===== config.mk =====
export PLATFORM = sky130hd
export DESIGN_NAME = multicycle_ctrl_flat
export DESIGN_NICKNAME = d
export VERILOG_FILES = /design/src/rtl/multicycle_ctrl_if.sv /design/src/rtl/multicycle_ctrl.sv /design/src/flat_wrapper.sv
export SDC_FILE = /design/constraint.sdc
export NUM_CORES = 1
export LEC_CHECK = 0
export CORE_MARGIN = 4
export CORE_UTILIZATION = 39
export DETAILED_ROUTE_END_ITERATION = 8
export PLACE_DENSITY = 0.78
export SLEW_MARGIN = 20
export SYNTH_ARGS = -nofsm -noshare
export SYNTH_HDL_FRONTEND = slang
export SYNTH_SLANG_ARGS = --single-unit

===== constraint.sdc =====
create_clock -name clk -period 1.48 [get_ports clk]
set_input_delay 0.222 -clock clk [delete_from_list [all_inputs] [get_ports clk]]
set_output_delay 0.222 -clock clk [all_outputs]
set_load 0.05 [all_outputs]

===== src/rtl/multicycle_ctrl_if.sv =====
// Control bundle between the multi-cycle MIPS datapath and its control FSM.
// The master side is the controller; the slave side is the datapath.
interface multicycle_ctrl_if;
  logic [5:0] op;
  logic       zero;
  logic       stall;
  logic       pcen;
  logic       irwrite;
  logic       memwrite;
  logic       regwrite;
  logic       iord;
  logic       memtoreg;
  logic       regdst;
  logic       alusrca;
  logic [1:0] alusrcb;
  logic [1:0] aluop;
  logic [1:0] pcsrc;
  logic       extop;
  logic       illegal_op;
  logic [3:0] state_o;

  modport master (
    input  op, zero, stall,
    output pcen, irwrite, memwrite, regwrite, iord, memtoreg, regdst,
           alusrca, alusrcb, aluop, pcsrc, extop, illegal_op, state_o
  );

  modport slave (
    output op, zero, stall,
    input  pcen, irwrite, memwrite, regwrite, iord, memtoreg, regdst,
           alusrca, alusrcb, aluop, pcsrc, extop, illegal_op, state_o
  );
endinterface


===== src/rtl/multicycle_ctrl.sv =====
// Main Moore control FSM for the multi-cycle MIPS datapath.
// Sequences fetch/decode/execute/writeback and drives all selects and strobes.
module multicycle_ctrl #(
  parameter bit EN_ORI = 1'b1
) (
  input  logic              clk,
  input  logic              rst,
  multicycle_ctrl_if.master bus
);

  typedef enum logic [3:0] {
    FETCH   = 4'd0,
    DECODE  = 4'd1,
    MEMADR  = 4'd2,
    MEMRD   = 4'd3,
    MEMWB   = 4'd4,
    MEMWR   = 4'd5,
    RTYPEEX = 4'd6,
    RTYPEWB = 4'd7,
    BEQEX   = 4'd8,
    ADDIEX  = 4'd9,
    ORIEX   = 4'd10,
    IMMWB   = 4'd11,
    JEX     = 4'd12
  } state_t;

  localparam logic [5:0] OP_LW   = 6'b100011;
  localparam logic [5:0] OP_SW   = 6'b101011;
  localparam logic [5:0] OP_RTYP = 6'b000000;
  localparam logic [5:0] OP_BEQ  = 6'b000100;
  localparam logic [5:0] OP_ADDI = 6'b001000;
  localparam logic [5:0] OP_ORI  = 6'b001101;
  localparam logic [5:0] OP_J    = 6'b000010;

  state_t     r_state;
  state_t     w_next;
  logic       w_pcwrite;
  logic       w_branch;
  logic       w_irwrite;
  logic       w_memwrite;
  logic       w_regwrite;
  logic       w_iord;
  logic       w_memtoreg;
  logic       w_regdst;
  logic       w_alusrca;
  logic [1:0] w_alusrcb;
  logic [1:0] w_aluop;
  logic [1:0] w_pcsrc;
  logic       w_extop;
  logic       w_illegal;

  always_ff @(posedge clk or posedge rst) begin
    if (rst) r_state <= FETCH;
    else     r_state <= w_next;
  end

  always_comb begin
    w_next     = r_state;
    w_pcwrite  = 1'b0;
    w_branch   = 1'b0;
    w_irwrite  = 1'b0;
    w_memwrite = 1'b0;
    w_regwrite = 1'b0;
    w_iord     = 1'b0;
    w_memtoreg = 1'b0;
    w_regdst   = 1'b0;
    w_alusrca  = 1'b0;
    w_alusrcb  = 2'b00;
    w_aluop    = 2'b00;
    w_pcsrc    = 2'b00;
    w_extop    = 1'b1;
    w_illegal  = 1'b0;
    case (r_state)
      FETCH: begin
        w_irwrite = 1'b1;
        w_pcwrite = 1'b1;
        w_alusrcb = 2'b01;
        w_next    = DECODE;
      end
      DECODE: begin
        w_alusrcb = 2'b11;
        case (bus.op)
          OP_LW, OP_SW: w_next = MEMADR;
          OP_RTYP:      w_next = RTYPEEX;
          OP_BEQ:       w_next = BEQEX;
          OP_ADDI:      w_next = ADDIEX;
          OP_J:         w_next = JEX;
          OP_ORI: begin
            if (EN_ORI) begin
              w_next = ORIEX;
            end else begin
              w_next    = FETCH;
              w_illegal = 1'b1;
            end
          end
          default: begin
            w_next    = FETCH;
            w_illegal = 1'b1;
          end
        endcase
      end
      MEMADR: begin
        w_alusrca = 1'b1;
        w_alusrcb = 2'b10;
        w_next    = (bus.op == OP_LW) ? MEMRD : MEMWR;
      end
      MEMRD: begin
        w_iord = 1'b1;
        w_next = MEMWB;
      end
      MEMWB: begin
        w_memtoreg = 1'b1;
        w_regwrite = 1'b1;
        w_next     = FETCH;
      end
      MEMWR: begin
        w_iord     = 1'b1;
        w_memwrite = 1'b1;
        w_next     = FETCH;
      end
      RTYPEEX: begin
        w_alusrca = 1'b1;
        w_aluop   = 2'b10;
        w_next    = RTYPEWB;
      end
      RTYPEWB: begin
        w_regdst   = 1'b1;
        w_regwrite = 1'b1;
        w_next     = FETCH;
      end
      BEQEX: begin
        w_alusrca = 1'b1;
        w_aluop   = 2'b01;
        w_pcsrc   = 2'b01;
        w_branch  = 1'b1;
        w_next    = FETCH;
      end
      ADDIEX: begin
        w_alusrca = 1'b1;
        w_alusrcb = 2'b10;
        w_next    = IMMWB;
      end
      ORIEX: begin
        w_alusrca = 1'b1;
        w_alusrcb = 2'b10;
        w_aluop   = 2'b11;
        w_extop   = 1'b0;
        w_next    = IMMWB;
      end
      IMMWB: begin
        w_regwrite = 1'b1;
        w_next     = FETCH;
      end
      JEX: begin
        w_pcsrc   = 2'b10;
        w_pcwrite = 1'b1;
        w_next    = FETCH;
      end
      default: w_next = FETCH;
    endcase
    if (bus.stall) w_next = r_state;
  end

  // rst gates outputs combinationally so strobes drop the moment it rises
  assign bus.pcen       = ~rst & ~bus.stall & (w_pcwrite | (w_branch & bus.zero));
  assign bus.irwrite    = ~rst & ~bus.stall & w_irwrite;
  assign bus.memwrite   = ~rst & ~bus.stall & w_memwrite;
  assign bus.regwrite   = ~rst & ~bus.stall & w_regwrite;
  assign bus.illegal_op = ~rst & ~bus.stall & w_illegal;
  assign bus.iord       = ~rst & w_iord;
  assign bus.memtoreg   = ~rst & w_memtoreg;
  assign bus.regdst     = ~rst & w_regdst;
  assign bus.alusrca    = ~rst & w_alusrca;
  assign bus.alusrcb    = rst ? 2'b00 : w_alusrcb;
  assign bus.aluop      = rst ? 2'b00 : w_aluop;
  assign bus.pcsrc      = rst ? 2'b00 : w_pcsrc;
  assign bus.extop      = rst | w_extop;
  assign bus.state_o    = rst ? 4'd0 : r_state;

endmodule


===== src/flat_wrapper.sv =====
// flat-port wrapper written by rule: the top's interface ports become plain ports
module multicycle_ctrl_flat 
#(
  parameter bit EN_ORI = 1'b1
)
  (clk, rst, bus_op, bus_zero, bus_stall, bus_pcen, bus_irwrite, bus_memwrite, bus_regwrite, bus_iord, bus_memtoreg, bus_regdst, bus_alusrca, bus_alusrcb, bus_aluop, bus_pcsrc, bus_extop, bus_illegal_op, bus_state_o);
  multicycle_ctrl_if bus_i ();
  input  logic clk;
  input  logic rst;
  input wire logic [$bits(bus_i.op)-1:0] bus_op;
  input wire logic [$bits(bus_i.zero)-1:0] bus_zero;
  input wire logic [$bits(bus_i.stall)-1:0] bus_stall;
  output wire logic [$bits(bus_i.pcen)-1:0] bus_pcen;
  output wire logic [$bits(bus_i.irwrite)-1:0] bus_irwrite;
  output wire logic [$bits(bus_i.memwrite)-1:0] bus_memwrite;
  output wire logic [$bits(bus_i.regwrite)-1:0] bus_regwrite;
  output wire logic [$bits(bus_i.iord)-1:0] bus_iord;
  output wire logic [$bits(bus_i.memtoreg)-1:0] bus_memtoreg;
  output wire logic [$bits(bus_i.regdst)-1:0] bus_regdst;
  output wire logic [$bits(bus_i.alusrca)-1:0] bus_alusrca;
  output wire logic [$bits(bus_i.alusrcb)-1:0] bus_alusrcb;
  output wire logic [$bits(bus_i.aluop)-1:0] bus_aluop;
  output wire logic [$bits(bus_i.pcsrc)-1:0] bus_pcsrc;
  output wire logic [$bits(bus_i.extop)-1:0] bus_extop;
  output wire logic [$bits(bus_i.illegal_op)-1:0] bus_illegal_op;
  output wire logic [$bits(bus_i.state_o)-1:0] bus_state_o;
  assign bus_i.op = bus_op;
  assign bus_i.zero = bus_zero;
  assign bus_i.stall = bus_stall;
  assign bus_pcen = bus_i.pcen;
  assign bus_irwrite = bus_i.irwrite;
  assign bus_memwrite = bus_i.memwrite;
  assign bus_regwrite = bus_i.regwrite;
  assign bus_iord = bus_i.iord;
  assign bus_memtoreg = bus_i.memtoreg;
  assign bus_regdst = bus_i.regdst;
  assign bus_alusrca = bus_i.alusrca;
  assign bus_alusrcb = bus_i.alusrcb;
  assign bus_aluop = bus_i.aluop;
  assign bus_pcsrc = bus_i.pcsrc;
  assign bus_extop = bus_i.extop;
  assign bus_illegal_op = bus_i.illegal_op;
  assign bus_state_o = bus_i.state_o;
  multicycle_ctrl #(.EN_ORI(EN_ORI)) u_core (.clk(clk), .rst(rst), .bus(bus_i));
endmodule

==> results_dict.tcl, run 1 <==
set metrics [dict create \
    status "stopped before the end" \
    haltStage "clock tree synthesis (4_1_cts)" \
    error_line "[ERROR DPL-0038] Utilization greater than 100%, impossible to legalize" \
    synth_seq_cells 4 \
    synth_fa_ha_area_share_pct 0 \
    synth_top_family_by_area "simple AND/OR/NAND/NOR gates" \
    synthFlopType "dfrtp_1" \
    detailedPlace.worstSlack_ns -0.343 \
    synth_compound_area_share_pct 28.3 \
    synth_warnings 0 \
    synth_area_um2 618 \
    synth_edf_count 0 \
    yosysSeqAreaShare_pct 16.2 \
    place_area_mm2 0.00139 \
    gp_congestion 0.885 \
    syn_avg_cell_area_um2 6.94 \
    ios 30 \
    placed_cells 158 \
    numClockSinks 4 \
    cts_buffer_depth 2 \
    synthMuxAreaShare_pct 0 \
    cts_max_level 1 \
    cts_setup_buffers 11 \
    numCtsBuffers 3 \
    cts_hold_buffers 0 \
    synth.top_cells.by_area "dfrtp_1, nor2_1, nor3_1, o21ai_0, buf_2" \
    cts-root-buf "clkbuf_4" \
    yosys.area.top_type_share_pct 16.2 \
    synth_simple_gate_area_share_pct 42.9 \
    syn_nets 99 \
    die_h_um 47.8 \
    yosys-top-cells-count "nor2_1, nand2_1, nor3_1, o21ai_0, buf_2" \
    post_cts_resized 46 \
    postSynthCellCount 89 \
    portBuffers 29 \
    die_x_um 47.8 \
    yosysUniqueCellTypes 33 \
    ys_async_sr_fraction_pct 100 \
    dp_hpwl_mm 2.64 \
    yosys.area.top_type "dfrtp_1" \
    row_count 14 \
    start_util_pct 41.0 \
    synthXorXnorAreaFrac_pct 2.83 \
    yosysMostFrequentCell "nor2_1" \
]
[cells by family after synthesis]
| group | count (synthesis) |
|---|---|
| AO/OA/AOI/OAI | 25 |
| flip-flops | 4 |
| buffers and inverters | 12 |
| XOR/XNOR | 2 |
| AND/OR/NAND/NOR | 46 |
[stage by stage]
stage | setup TNS, ns | utilization (%)
3_5_place_dp | -2.90 | 92.1
2_1_floorplan | -2.26 | -
3_3_place_gp | -1.72 | 92.1
==> inputs of run 2 (changes only) <==
- CORE_AREA: default -> 4 4 65 67
- CORE_MARGIN: 4 -> default
- CORE_UTILIZATION: 39 -> default
- DIE_AREA: default -> 0 0 69 71
- PLACE_DENSITY: 0.78 -> default
- PLACE_DENSITY_LB_ADDON: default -> 0.15
==> run 2 against run 1 <==
  * The flow now finishes, with violations (setup timing)
  * Synthesized area is the same
  * Synthesized cell count is the same
==> results_dict.tcl, run 2 <==
set metrics [dict create \
    status "finished with violations" \
    violations "setup timing" \
    layout_min_cycle_time_ns 1.80 \
    syn_to_final_growth_pct 205 \
    syn_nets 99 \
    yosys.area.top_type "dfrtp_1" \
    max-cap-violations 0 \
    ios 30 \
    cellLeakagePower_nw 0.819 \
    finalSetupViolCount 17 \
    yosysSeqAreaShare_pct 16.2 \
    r2r-start "u_core.r_state[1]$_DFFE_PP0N_" \
    drive_gt1_share_pct 65.2 \
    ys_async_sr_fraction_pct 100 \
    top_register "u_core.r_state" \
    syn_avg_cell_area_um2 6.94 \
    synth_seq_cells 4 \
    yosysUniqueCellTypes 33 \
    synth_edf_count 0 \
    timing.slew.headroom_pct 81.6 \
    worst_slack_ns -0.321 \
    largest_reg_flops 4 \
    grt_pass1_wl_mm 4.79 \
    r2r-end "u_core.r_state[1]$_DFFE_PP0N_" \
    regArea_um2 101 \
    drcViolationCount 0 \
    numCtsBuffers 3 \
    numClockSinks 4 \
    crit_required_ns 1.26 \
    slowest_delay_ns 0.42 \
    mostFrequentLayoutCell "buf_4" \
    yosysMostFrequentCell "nor2_1" \
    grt_pass1_vias 1024 \
    hp-class "input pin to async pin" \
    r2r_setup_slack_ns -0.03 \
    dp_hpwl_mm 2.10 \
    cts_buffer_depth 2 \
    skew_ns 0.00115 \
    row_count 22 \
    period_share_pct 122 \
    die_x_um 69 \
    vias_per_cell 4.53 \
    die_h_um 71 \
    antenna_found_initial 0 \
    final_cell_mix "buf_4, buf_12, buf_6" \
    clock.fmax_mhz 555 \
    die_area_mm2 0.00490 \
    p_per_area_mw_per_mm2 1970 \
    grt_use_total_pct 11.7 \
    synthFlopType "dfrtp_1" \
    insertion_delay_ns 0.21 \
    gp_congestion 0.757 \
    portBuffers 29 \
    final_hold_viol_count 0 \
    multiInputGateArea_um2 691 \
    detailedPlace.worstSlack_ns -0.324 \
    largestRegisters "u_core.r_state (4)" \
    cp_cell_sequence "or3_4, nor4b_4, buf_12" \
    crit_type "flop to output port" \
    yosys.area.top_type_share_pct 16.2 \
    overflow 0 \
    nets 176 \
    start_util_pct 17.0 \
    coreArea_mm2 0.00363 \
    wl_mm 2.86 \
    use_met3_pct 1.56 \
    start_kind "flop" \
    synth_warnings 0 \
    cts_hold_buffers 0 \
    grt_start_max_net_pins 12 \
    drt_pass1_iterations 4 \
    cts.clk_slew.worst_paths_ns 0.03 \
    worstMarginPinSlew_ns 0.275 \
    yosys-top-cells-count "nor2_1, nand2_1, nor3_1, o21ai_0, buf_2" \
    worstPathMaxFanout 3 \
    diodes 0 \
    drv_slew 0 \
    routedWlPerCell_um 13.5 \
    drt_first_iter_violations 41 \
    synth.top_cells.by_area "dfrtp_1, nor2_1, nor3_1, o21ai_0, buf_2" \
    cp-end-kind "output port" \
    crit_slowest_cell "or3_4" \
    synth_area_um2 618 \
    setup.worst_path.start "u_core.r_state[1]$_DFFE_PP0N_" \
    busiest_layer "met2" \
    postSynthCellCount 89 \
    met1_usage_pct 12.6 \
    use_met2_pct 23.4 \
    vdd_ir_drop_max_mv 0.641 \
    cts_max_level 1 \
    n_fill_cell 334 \
    r2r_cells 7 \
    rsz0062_at_grt "true" \
    arrival_ns 1.58 \
    num_vias 960 \
    cts_tree "done" \
    drt.antenna.violating_nets 0 \
    setup-tns-final_ns -3.02 \
    cts-root-buf "clkbuf_8" \
]
-- run 2: final cells by class --
type,instances,area share [%]
Clock buffer,3,2.19
Inverter,5,1.13
Multi-Input combinational cell,73,36.7
Sequential cell,4,5.38
Tap cell,48,3.19
Timing Repair Buffer,79,51.5
-- run 2: routing by layer --
layer  share of wire (%)  vias to the layer above
met3                 2.4                        2
li1                    -                      479
met1                  38                      460
met5                   0                        -
met2                  59                       19
met4                0.49                        0
-- run 2: report_power, final --
group          total, W  internal (W)  switching (W)
combinational   0.00325       0.00171        0.00154
sequential     0.000233      0.000165      0.0000682
clock          0.000222      0.000173      0.0000496
-- run 2: how the worst max path moves through the flow --
stage	end	slack, ns	cells past startpoint
final	bus_pcen	-0.32	3
after global routing	bus_pcen	-0.35	3
after CTS	bus_pcen	-0.30	3
after detailed placement	bus_illegal_op	-0.32	6
after global placement	bus_illegal_op	-0.30	6
after floorplan	bus_pcen	-0.33	3
-- run 2: cells by family after synthesis --
kind of cell | Yosys count | share of synthesized area [%]
buffers and inverters | 12 | 9.72
XOR/XNOR | 2 | 2.83
AO/OA/AOI/OAI | 25 | 28.3
AND/OR/NAND/NOR | 46 | 42.9
flip-flops | 4 | 16.2
-- run 2: what timing repair did --
item | CTS | global route
setup buffers | 10 | 7
setup endpoints to repair | 20 | 19
gates resized for setup | 46 | 16
pin swaps | 10 | 13
-- run 2: critical path, delay by kind of cell, from the launching register on --
| kind | cells | cell delay (ns) |
|---|---|---|
| simple gates | 2 | 0.77 |
| buf+inv | 1 | 0.18 |
| flops | 1 | 0.41 |
-- run 2: stage by stage --
| step | utilization [%] | std cells | cell area (um^2) | total power [W] | hold slack [ns] |
|---|---|---|---|---|---|
| after global routing | 51.9 | 212 | 1880 | 0.00389 | 0.259 |
| final | 51.9 | 212 | 1880 | 0.00370 | 0.234 |
| after global placement | 40.8 | 194 | 1480 | 0.00257 | 0.613 |
| after detailed placement | 40.8 | 194 | 1480 | 0.00258 | 0.605 |
| after CTS | 48.5 | 206 | 1760 | 0.00339 | 0.229 |
| after floorplan | - | 89 | 717 | 0.00146 | 0.233 |
Note: power is estimated with default switching activity, not from simulation.
